File: config.mk
export PLATFORM = sky130hd
export DESIGN_NAME = pfd_lock_detect
export DESIGN_NICKNAME = d
export VERILOG_FILES = /design/src/rtl/pfd_lock_detect.sv
export SDC_FILE = /design/constraint.sdc
export NUM_CORES = 1
export LEC_CHECK = 0
export CORE_AREA = 2 2 49 84
export CTS_CLUSTER_DIAMETER = 40
export DETAILED_ROUTE_END_ITERATION = 16
export DIE_AREA = 0 0 51 86
export GPL_TIMING_DRIVEN = 0
export PLACE_DENSITY = 0.78
export SETUP_SLACK_MARGIN = 0.05
export SYNTH_ARGS = -nofsm -noshare
export SYNTH_HDL_FRONTEND = slang
export SYNTH_SLANG_ARGS = --single-unit
File: constraint.sdc
create_clock -name clk -period 3.2 [get_ports clk]
set_input_delay 0.64 -clock clk [delete_from_list [all_inputs] [get_ports clk]]
set_output_delay 0.64 -clock clk [all_outputs]
set_load 0.01 [all_outputs]
File: src/rtl/pfd_lock_detect.sv
// +----------------------------------------------------------------------------+
// | pfd_lock_detect                                                            |
// | PLL lock detector: measures per-reference-period PFD phase error on an     |
// | oversampling clock and qualifies lock with hysteresis.                     |
// | Optional sticky loss-of-lock flag: define PFD_LOCK_DETECT_STICKY_EN.       |
// | Revision: 1.0                                                              |
// +----------------------------------------------------------------------------+
`default_nettype none

module pfd_lock_detect #(
    parameter int ERR_W      = 8,
    parameter int TOL        = 4,
    parameter int LOCK_CNT   = 16,
    parameter int UNLOCK_CNT = 4,
    parameter int TIMEOUT    = 1024
) (
    input  logic             clk,
    input  logic             rst_n,
    input  logic             refclk,
    input  logic             up,
    input  logic             down,
`ifdef PFD_LOCK_DETECT_STICKY_EN
    input  logic             lol_clr,
    output logic             lol_sticky,
`endif
    output logic             locked,
    output logic [1:0]       state,
    output logic [ERR_W-1:0] phase_err,
    output logic             ref_missing
);

    localparam int PER_W   = (TIMEOUT > 2) ? $clog2(TIMEOUT) : 1;
    localparam int RUN_MAX = (LOCK_CNT > UNLOCK_CNT) ? LOCK_CNT : UNLOCK_CNT;
    localparam int RUN_W   = $clog2(RUN_MAX + 1);

    localparam logic [PER_W-1:0] c_PER_LAST   = PER_W'(TIMEOUT - 1);
    localparam logic [RUN_W-1:0] c_LOCK_CNT   = RUN_W'(LOCK_CNT);
    localparam logic [RUN_W-1:0] c_UNLOCK_CNT = RUN_W'(UNLOCK_CNT);

    localparam logic [1:0] c_ST_UNLOCKED = 2'd0;
    localparam logic [1:0] c_ST_ACQUIRE  = 2'd1;
    localparam logic [1:0] c_ST_LOCKED   = 2'd2;
    localparam logic [1:0] c_ST_SLIP     = 2'd3;

    logic             r_ref_meta, r_ref_s, r_ref_d;
    logic             r_up_meta, r_up_s;
    logic             r_dn_meta, r_dn_s;
    logic [ERR_W-1:0] r_err_cnt;
    logic [PER_W-1:0] r_per_cnt;
    logic             r_window_valid;
    logic [RUN_W-1:0] r_run_cnt;
    logic [1:0]       r_state;
    logic             r_locked;
    logic [ERR_W-1:0] r_phase_err;
    logic             r_ref_missing;

    logic             w_ref_rise;
    logic             w_diff;
    logic             w_timeout;
    logic             w_eval;
    logic             w_good;
    logic             w_bad;
    logic [RUN_W-1:0] w_run_inc;
    logic [1:0]       w_state_nxt;
    logic [RUN_W-1:0] w_run_nxt;

    always_ff @(posedge clk or negedge rst_n) begin
        if (!rst_n) begin
            r_ref_meta <= 1'b0;
            r_ref_s    <= 1'b0;
            r_ref_d    <= 1'b0;
            r_up_meta  <= 1'b0;
            r_up_s     <= 1'b0;
            r_dn_meta  <= 1'b0;
            r_dn_s     <= 1'b0;
        end else begin
            r_ref_meta <= refclk;
            r_ref_s    <= r_ref_meta;
            r_ref_d    <= r_ref_s;
            r_up_meta  <= up;
            r_up_s     <= r_up_meta;
            r_dn_meta  <= down;
            r_dn_s     <= r_dn_meta;
        end
    end

    assign w_ref_rise = r_ref_s & ~r_ref_d;
    assign w_diff     = r_up_s ^ r_dn_s;
    // A reference edge landing on the last timeout cycle suppresses the timeout.
    assign w_timeout  = (r_per_cnt == c_PER_LAST) & ~w_ref_rise;
    assign w_eval     = w_ref_rise & r_window_valid;
    assign w_good     = w_eval & (int'(r_err_cnt) <= TOL);
    assign w_bad      = (w_eval & (int'(r_err_cnt) > TOL)) | w_timeout;
    assign w_run_inc  = r_run_cnt + RUN_W'(1);

    always_ff @(posedge clk or negedge rst_n) begin
        if (!rst_n) begin
            r_err_cnt      <= '0;
            r_per_cnt      <= '0;
            r_window_valid <= 1'b0;
            r_phase_err    <= '0;
            r_ref_missing  <= 1'b0;
        end else if (w_ref_rise) begin
            r_err_cnt      <= ERR_W'(w_diff);
            r_per_cnt      <= '0;
            r_window_valid <= 1'b1;
            r_ref_missing  <= 1'b0;
            if (r_window_valid) begin
                r_phase_err <= r_err_cnt;
            end
        end else if (w_timeout) begin
            r_err_cnt      <= '0;
            r_per_cnt      <= '0;
            r_window_valid <= 1'b0;
            r_ref_missing  <= 1'b1;
        end else begin
            r_per_cnt <= r_per_cnt + PER_W'(1);
            if (w_diff && (r_err_cnt != {ERR_W{1'b1}})) begin
                r_err_cnt <= r_err_cnt + ERR_W'(1);
            end
        end
    end

    // run_cnt is zero on entry to UNLOCKED/LOCKED, so the first event of a
    // run shares the increment-and-compare path; this covers counts of 1.
    always_comb begin
        w_state_nxt = r_state;
        w_run_nxt   = r_run_cnt;
        case (r_state)
            c_ST_UNLOCKED, c_ST_ACQUIRE: begin
                if (w_good) begin
                    if (w_run_inc == c_LOCK_CNT) begin
                        w_state_nxt = c_ST_LOCKED;
                        w_run_nxt   = '0;
                    end else begin
                        w_state_nxt = c_ST_ACQUIRE;
                        w_run_nxt   = w_run_inc;
                    end
                end else if (w_bad) begin
                    w_state_nxt = c_ST_UNLOCKED;
                    w_run_nxt   = '0;
                end
            end
            default: begin
                if (w_bad) begin
                    if (w_run_inc == c_UNLOCK_CNT) begin
                        w_state_nxt = c_ST_UNLOCKED;
                        w_run_nxt   = '0;
                    end else begin
                        w_state_nxt = c_ST_SLIP;
                        w_run_nxt   = w_run_inc;
                    end
                end else if (w_good) begin
                    w_state_nxt = c_ST_LOCKED;
                    w_run_nxt   = '0;
                end
            end
        endcase
    end

    always_ff @(posedge clk or negedge rst_n) begin
        if (!rst_n) begin
            r_state   <= c_ST_UNLOCKED;
            r_run_cnt <= '0;
            r_locked  <= 1'b0;
        end else begin
            r_state   <= w_state_nxt;
            r_run_cnt <= w_run_nxt;
            r_locked  <= (w_state_nxt == c_ST_LOCKED) || (w_state_nxt == c_ST_SLIP);
        end
    end

`ifdef PFD_LOCK_DETECT_STICKY_EN
    logic w_lol_set;
    logic r_lol_sticky;

    assign w_lol_set = (r_state == c_ST_SLIP) && (w_state_nxt == c_ST_UNLOCKED);

    always_ff @(posedge clk or negedge rst_n) begin
        if (!rst_n) begin
            r_lol_sticky <= 1'b0;
        end else if (w_lol_set) begin
            r_lol_sticky <= 1'b1;
        end else if (lol_clr) begin
            r_lol_sticky <= 1'b0;
        end
    end

    assign lol_sticky = r_lol_sticky;
`endif

    assign locked      = r_locked;
    assign state       = r_state;
    assign phase_err   = r_phase_err;
    assign ref_missing = r_ref_missing;

endmodule

`default_nettype wire
==> flow_summary.rst, run 1 <==
.. list-table::
   :header-rows: 1

   * - Metric
     - Value
   * - RSZ-0062 raised after global routing
     - no
   * - Die area
     - 4390 um2
   * - Number of standard cells in the final layout excluding fillers
     - roughly 260
   * - Final Core Density
     - 0.636
   * - Vias in the first global route
     - 1507
   * - First-pass DRT Iterations
     - 4
   * - Maximum resistive drop on vdd
     - 0.543 mV
   * - Final count of hold timing violations
     - 0
   * - Worst setup path category
     - reg2reg
   * - Count of max-cap constraint violations
     - 0
   * - Cell with the largest stage delay on the worst path
     - sky130_fd_sc_hd__or4_4
   * - Number of buffers and inverters on the critical path
     - 0
   * - Most used flip-flop cell after synthesis
     - sky130_fd_sc_hd__dfrtp_1
   * - Clock sink total
     - 43
   * - Final cycle utilization of the critical path
     - 0.669
   * - P_sw
     - 0.416 mW
   * - Setup crit start kind
     - flip-flop
   * - Time the final worst path needs with I/O delays and setup
     - 2.14 ns
   * - Clock tree from TritonCTS
     - done
   * - Number of buffers inserted during clock tree synthesis
     - 5
   * - Count of endpoints failing setup in the final report
     - 0
   * - Worst slew slack as a fraction of its limit
     - 0.526
   * - Global-route wire length before repair
     - 6830 um
   * - Count of distinct cell types in the synthesized netlist
     - 38
   * - Largest net degree at the start of global routing
     - 26
   * - Number of ports placed on the die boundary
     - 17
   * - Number of flops mapped to enable cells by yosys
     - 0
   * - Flip-flop and latch area
     - around 1100 um2
   * - Max-slew violations
     - 0
   * - Status
     - complete, no violations
   * - CTS H-tree lvls
     - 2
   * - Cell family contributing the most delay on the critical path
     - simple AND/OR/NAND/NOR gates
   * - Yosys synthesis warning count
     - 0
   * - Post-detail-place hpwl
     - 2890 um
   * - Postcts setup bufs
     - 0
   * - Class of the tightest hold or removal check
     - in2async
   * - Core outline area
     - 3660 um2
   * - DRC violation count after routing
     - 0
   * - Area overhead of the layout relative to synthesis
     - 19.3%
   * - Height of the chip
     - 86 um
   * - Antenna Violating Nets Remaining
     - 0
   * - Worst Skew
     - ~0.0085 ns
   * - Accumulated negative setup slack
     - 0 ns
   * - Multi-input combinational cell area
     - around 830 um2
   * - Most common cell after layout, fill and taps aside
     - sky130_fd_sc_hd__dfrtp_1
   * - Share of final-layout standard cells stronger than drive strength 1
     - 0.105
   * - Quantity of gates resized following cts
     - 0
   * - Post-synthesis average cell area
     - 10.6 um2
   * - Reg clk slew, reported paths
     - 0.08 ns
   * - WL final
     - between 3000 and 4000 um
   * - Via count
     - 1485
   * - Post-Place Cells
     - between 200 and 250
   * - CTS root buf
     - sky130_fd_sc_hd__clkbuf_8
   * - Worst setup EP type
     - flip-flop
   * - Internal power
     - between 1 and 1.5 mW
   * - Routability cong.
     - approximately 0.9
   * - Initial antenna violation count
     - 0
   * - Vias per cell
     - 5.80
   * - Detailed router's first-iteration violation count
     - 38
   * - Pwr Total
     - 1.49 mW
   * - Worst path cell trace
     - or4_4 > or4_4 > a21oi_2 > o21bai_2 > o31ai_2
   * - Maximum operating frequency
     - around 470 MHz
   * - Combinational share of power
     - 0.194
   * - Initial cell density of the core
     - 0.534
   * - Part of the total power dissipated in sequential elements
     - 0.471
   * - Delay of the slowest critical-path stage
     - between 0.5 and 0.6 ns
   * - Insertion delay of the later-clocked pin in the worst-skew pair
     - 0.30 ns
   * - Antenna diodes
     - 0
   * - Standard-cell row count
     - 29
   * - Critical Path RT
     - 3.41 ns
   * - Wire per inst
     - 15.4 um
   * - Part of the power in the clock network
     - 0.336
   * - Quantity of hold-fixing buffers added after cts
     - 0
   * - Leading cell types in the layout, fill and taps excluded
     - sky130_fd_sc_hd__dfrtp_1 (43), sky130_fd_sc_hd__nor2_1 (19), sky130_fd_sc_hd__nand2_1 (17)
   * - Worst Path Max Fanout
     - 6
   * - Instance count of the mapped netlist
     - 185
   * - Remaining Overflow, GRT
     - 0
   * - Count of buffers inserted at the top-level ports
     - 16
   * - Cell repeated most along the worst path
     - sky130_fd_sc_hd__or4_4
   * - Yosys reg bits
     - between 40 and 50
   * - Arrival time of the worst setup path
     - 2.35 ns
   * - Fraction of registers with async set/reset
     - 1.00
   * - Switch share
     - 0.280
   * - Maximum count of clock buffers along a single path
     - 2
   * - Nets in the synthesized netlist
     - 194
   * - Number of nets at the end of the flow
     - 218
   * - Transition at the pin with the smallest max-transition slack
     - 0.701 ns
   * - Leakage power figure
     - 1.05 nW
   * - Fill cell total of the finished layout
     - 296
   * - Sequential share of the synthesized area
     - 0.550
   * - Worst hold slack
     - ~0.29 ns
   * - Combined area of all synthesized cells
     - 1960 um2
   * - Tot GR Track Use
     - 0.207
   * - Die Span X
     - 51 um
   * - Cell Pwr Density
     - 638 nW/um2
[layout make-up]
class | count | area share
Sequential cell | 43 | 0.461
Multi-Input combinational cell | 130 | 0.357
Tap cell | 46 | 0.0247
Clock buffer | 5 | 0.0295
Buffer | 6 | 0.0102
Clock inverter | 3 | 0.0290
Timing Repair Buffer | 17 | 0.0783
Inverter | 6 | 0.00966
[synth_stat cells, types with 5 or more instances]
master | number | area share
sky130_fd_sc_hd__and3_1 | 5 | 0.016
sky130_fd_sc_hd__clkbuf_1 | 5 | 0.0096
sky130_fd_sc_hd__mux2_2 | 6 | 0.035
sky130_fd_sc_hd__o21ai_0 | 9 | 0.023
sky130_fd_sc_hd__xor2_1 | 9 | 0.040
sky130_fd_sc_hd__nor2_1 | 19 | 0.036
sky130_fd_sc_hd__inv_1 | 6 | 0.012
sky130_fd_sc_hd__nand3_1 | 9 | 0.023
sky130_fd_sc_hd__nand2_1 | 17 | 0.033
sky130_fd_sc_hd__dfrtp_1 | 43 | 0.55
sky130_fd_sc_hd__a21oi_1 | 7 | 0.018
sky130_fd_sc_hd__xnor2_1 | 6 | 0.027
[layer usage]
metal	wire length [um]	share of wire	global-route usage	vias up
li1	-	-	-	698
met1	1510	0.38	0.219	753
met2	2260	0.57	0.379	25
met3	85	0.022	0.0453	9
met4	85	0.022	0.0934	0
met5	0	0	0	-
[power by group through the flow]
stage	registers, mW	clock network, mW	logic (mW)
final	0.700	0.499	0.288
after floorplan	0.699	0	0.183
after global routing	0.712	0.530	0.328
after global placement	0.703	0	0.271
after CTS	0.700	0.512	0.293
after detailed placement	0.711	0	0.292
[cell families (layout without fill, tap and decap cells)]
family                     Yosys count  count (layout)  share of synthesized area
AOI/OAI and AO/OA                   35              35                      0.118
DFF                                 43              43                      0.550
xor gates and xnor gates            15              15                     0.0672
adders and majority gates            4               4                     0.0256
buffers and inverters               12              37                     0.0237
muxes                                6               6                     0.0345
and+or+nand+nor                     70              70                      0.181
[worst reg2reg max path: stages (launching register included)]
cell and delay, ns:
sky130_fd_sc_hd__dfrtp_1 0.46, sky130_fd_sc_hd__or4_4 0.59, sky130_fd_sc_hd__or4_4 0.44, sky130_fd_sc_hd__a21oi_2 0.24, sky130_fd_sc_hd__o21bai_2 0.13, sky130_fd_sc_hd__o31ai_2 0.20
[path summary, 6_finish.rpt]
path / start / endpoint / slack, ns / cells past startpoint
worst max-delay path: r_err_cnt[7] / r_run_cnt[1] / 1.06 / 5
worst min-delay path: rst_n / r_run_cnt[3] / 0.29 / 1
worst max register to register: r_err_cnt[7] / r_run_cnt[1] / 1.06 / 5
worst min register to register: r_dn_meta / r_dn_s / 0.36 / 0
max in group asynchronous: rst_n / r_up_meta / 2.42 / 2
min in group clk: r_dn_meta / r_dn_s / 0.36 / 0
[sequential cells by signal (all words and copies together), names as in the netlist, 2 cells and up]
name       flops
r_run_cnt      5
r_err_cnt      8
phase_err      8
r_per_cnt     10
state          2
[per-stage QoR]
step	setup slack, ns	cell area (um2)
final	1.06	2330
after global routing	0.965	2330
after CTS	1.04	2330
after detailed placement	1.07	2200
after global placement	0.461	2170
after floorplan	1.26	1960
Power figures use the tool's default switching activity.
==> run 2, diff against run 1 <==
Settings changed: CORE_AREA 2 2 49 84 to 2 2 50 87, DIE_AREA 0 0 51 86 to 0 0 52 89, PLACE_DENSITY 0.78 to 0.77.
Clock period 3.2 ns to 1.9 ns, I/O delays scaled along.
==> run 2 against run 1 <==
Against the previous run: the run now ends with negative setup slack left; combinational power increased by 75%; fmax up 6.6%; cell count rose by 3.1%; total power is 62% higher; critical path type unchanged; largest power group unchanged; highest routed layer unchanged.
==> flow_summary.rst, run 2 (synthesis results as in run 1) <==
.. list-table::
   :header-rows: 1

   * - Metric
     - Value
   * - Class of the tightest hold or removal check
     - in2async (unchanged)
   * - Delay of the slowest critical-path stage
     - 0.55 ns (was 0.58 ns)
   * - Vias per cell
     - 5.53 (was 5.80)
   * - Detailed router's first-iteration violation count
     - 33 (was 38)
   * - Count of buffers inserted at the top-level ports
     - 16 (unchanged)
   * - Worst Skew
     - 0.00535 ns (was 0.00850 ns)
   * - Count of max-cap constraint violations
     - 0 (unchanged)
   * - Max-slew violations
     - 0 (unchanged)
   * - Post-detail-place hpwl
     - 2610 um (was 2890 um)
   * - Worst Path Max Fanout
     - 3 (was 6)
   * - Wire per inst
     - 13.8 um (was 15.4 um)
   * - Final count of hold timing violations
     - 0 (unchanged)
   * - Share of final-layout standard cells stronger than drive strength 1
     - 0.176 (was 0.105)
   * - Critical Path RT
     - 2.11 ns (was 3.41 ns)
   * - Tot GR Track Use
     - 0.181 (was 0.207)
   * - Initial antenna violation count
     - 0 (unchanged)
   * - Height of the chip
     - 89 um (was 86 um)
   * - Setup crit start kind
     - flip-flop (unchanged)
   * - Die area
     - 4630 um2 (was 4390 um2)
   * - Violated checks
     - negative setup slack
   * - WL final
     - 3640 um (was 3940 um)
   * - Post-route setup slack
     - -0.109 ns (was 1.06 ns)
   * - Cell family contributing the most delay on the critical path
     - simple AND/OR/NAND/NOR gates (unchanged)
   * - Met2 GRT Util
     - 0.314 (was 0.379)
   * - Worst setup path category
     - reg2reg (unchanged)
   * - Routability cong.
     - 0.749 (was 0.893)
   * - Antenna diodes
     - 0 (unchanged)
   * - Clock tree from TritonCTS
     - done (unchanged)
   * - Core outline area
     - 3870 um2 (was 3660 um2)
   * - Remaining Overflow, GRT
     - 0 (unchanged)
   * - Maximum count of clock buffers along a single path
     - 2 (unchanged)
   * - Largest net degree at the start of global routing
     - 24 (was 26)
   * - Worst slew slack as a fraction of its limit
     - 0.660 (was 0.526)
   * - Cell with the largest stage delay on the worst path
     - sky130_fd_sc_hd__or4_4 (unchanged)
   * - Leakage power figure
     - 1.08 nW (was 1.05 nW)
   * - Number of buffers inserted during clock tree synthesis
     - 5 (unchanged)
   * - Global-route wire length before repair
     - 6060 um (was 6830 um)
   * - CTS H-tree lvls
     - 2 (unchanged)
   * - Antenna Violating Nets Remaining
     - 0 (unchanged)
   * - Final design instance area without fill
     - 2410 um2 (was 2330 um2)
   * - Standard-cell row count
     - 30 (was 29)
   * - Clock sink total
     - 43 (unchanged)
   * - Maximum resistive drop on vdd
     - 0.683 mV (was 0.543 mV)
   * - Insertion delay of the later-clocked pin in the worst-skew pair
     - 0.30 ns (about the same)
   * - GR met3 Demand/Resource
     - 0.0401 (was 0.0453)
   * - Fill cell total of the finished layout
     - 325 (was 296)
   * - RSZ-0062 raised after global routing
     - yes (was no)
   * - Most common cell after layout, fill and taps aside
     - sky130_fd_sc_hd__dfrtp_1 (unchanged)
   * - Accumulated negative setup slack
     - -0.458 ns (was 0 ns)
   * - First-pass DRT Iterations
     - 4 (unchanged)
   * - Number of nets at the end of the flow
     - 224 (was 218)
   * - Global routing usage on met1
     - 0.200 (was 0.219)
   * - Post-Place Cells
     - 250 (was 248)
   * - Reg clk slew, reported paths
     - 0.08 ns (about the same)
   * - Maximum operating frequency
     - 498 MHz (was 467 MHz)
   * - Cell area reported after detailed placement
     - 2210 um2 (was 2200 um2)
   * - Arrival time of the worst setup path
     - 2.22 ns (was 2.35 ns)
   * - Count of endpoints failing setup in the final report
     - 6 (was 0)
   * - Leading cell types in the layout, fill and taps excluded
     - sky130_fd_sc_hd__dfrtp_1 (42), sky130_fd_sc_hd__nor2_1 (19), sky130_fd_sc_hd__nand2_1 (17) (was sky130_fd_sc_hd__dfrtp_1 (43), sky130_fd_sc_hd__nor2_1 (19), sky130_fd_sc_hd__nand2_1 (17))
   * - Number of buffers and inverters on the critical path
     - 0 (unchanged)
   * - Most flops, register
     - r_per_cnt (unchanged)
   * - Transition at the pin with the smallest max-transition slack
     - 0.506 ns (was 0.701 ns)
   * - Post-placement setup slack
     - -0.166 ns (was 1.07 ns)
   * - Vias in the first global route
     - 1368 (was 1507)
   * - DRC violation count after routing
     - 0 (unchanged)
   * - Worst setup EP type
     - flip-flop (unchanged)
   * - Worst hold slack
     - 0.0505 ns (was 0.294 ns)
   * - Cell repeated most along the worst path
     - sky130_fd_sc_hd__or4_4 (unchanged)
   * - Number of standard cells in the final layout excluding fillers
     - 264 (was 256)
   * - Number of flip-flops under the largest register name
     - 10 (unchanged)
   * - Die Span X
     - 52 um (was 51 um)
   * - CTS root buf
     - sky130_fd_sc_hd__clkbuf_8 (unchanged)
   * - Via count
     - 1459 (was 1485)
   * - Initial cell density of the core
     - 0.506 (was 0.534)
   * - Status
     - finished with violations (was complete, no violations)
   * - Area overhead of the layout relative to synthesis
     - 23.4% (was 19.3%)
   * - Busiest layer in global routing
     - met2 (unchanged)
   * - Cell Pwr Density
     - 998 nW/um2 (was 638 nW/um2)
   * - Quantity of hold-fixing buffers added after cts
     - 0 (unchanged)
   * - Final cycle utilization of the critical path
     - 1.06 (was 0.669)
   * - Number of ports placed on the die boundary
     - 17 (unchanged)
   * - Worst path cell trace
     - or4_4 > or4_4 > a21oi_4 > o21bai_2 > o31ai_2 (was or4_4 > or4_4 > a21oi_2 > o21bai_2 > o31ai_2)
   * - Time the final worst path needs with I/O delays and setup
     - 2.01 ns (was 2.14 ns)
[run 2: cell types whose count changed in the layout (fill, tap and decap cells not counted), moves of 3 or more]
cell                       previous run  this run
sky130_fd_sc_hd__o21ai_0              9         5
sky130_fd_sc_hd__clkbuf_2             0         3
sky130_fd_sc_hd__o21ai_1              1         5
sky130_fd_sc_hd__clkbuf_1             5         2
sky130_fd_sc_hd__buf_4                0         6
[run 2: path summary, 6_finish.rpt]
kind / slack, ns / end / cells after the start / start
min in group clk: 0.35 / r_up_s / 0 / r_up_meta
max in group asynchronous: 1.37 / r_dn_s / 2 / rst_n
setup / recovery: -0.11 / r_run_cnt[1] / 5 / r_err_cnt[7]
hold reg to reg: 0.35 / r_up_s / 0 / r_up_meta
hold / removal: 0.05 / ref_missing / 1 / rst_n
setup reg to reg: -0.11 / r_run_cnt[1] / 5 / r_err_cnt[7]
[run 2: what timing repair did]
item,in CTS,in global routing
setup endpoints to repair,18,16
pin swaps,1,7
resized for setup,9,5
buffers inserted,4,2
[run 2: where the power goes]
part / switching [mW] / internal (mW) / leakage [nW] / total (mW)
registers: 0.137 / 1.04 / 0.560 / 1.18
logic: 0.254 / 0.249 / 0.462 / 0.504
clock network: 0.303 / 0.425 / 0.0612 / 0.729
total: 0.694 / 1.72 / 1.08 / 2.41
[run 2: layer usage]
layer	wire length (um)	share of wire
met5	0	0
met4	86	0.024
met3	95	0.026
met2	2020	0.56
met1	1440	0.39
[run 2: through the flow]
step                utilization  power (mW)
floorplan                     -        1.49
global placement          0.566        1.66
detailed placement        0.572        1.68
CTS                       0.616        2.43
global route              0.624        2.56
finish                    0.624        2.41
[run 2: cell type report]
cell class	instances	area, um2	area share
sequential	43	1080	0.446
buffer	6	27.5	0.0114
tap	48	60.1	0.0249
inverter	6	22.5	0.00933
multi-input combinational	130	881	0.365
timing repair buffer	23	228	0.0943
clock buffer	6	82.6	0.0342
clock inverter	2	35.0	0.0145
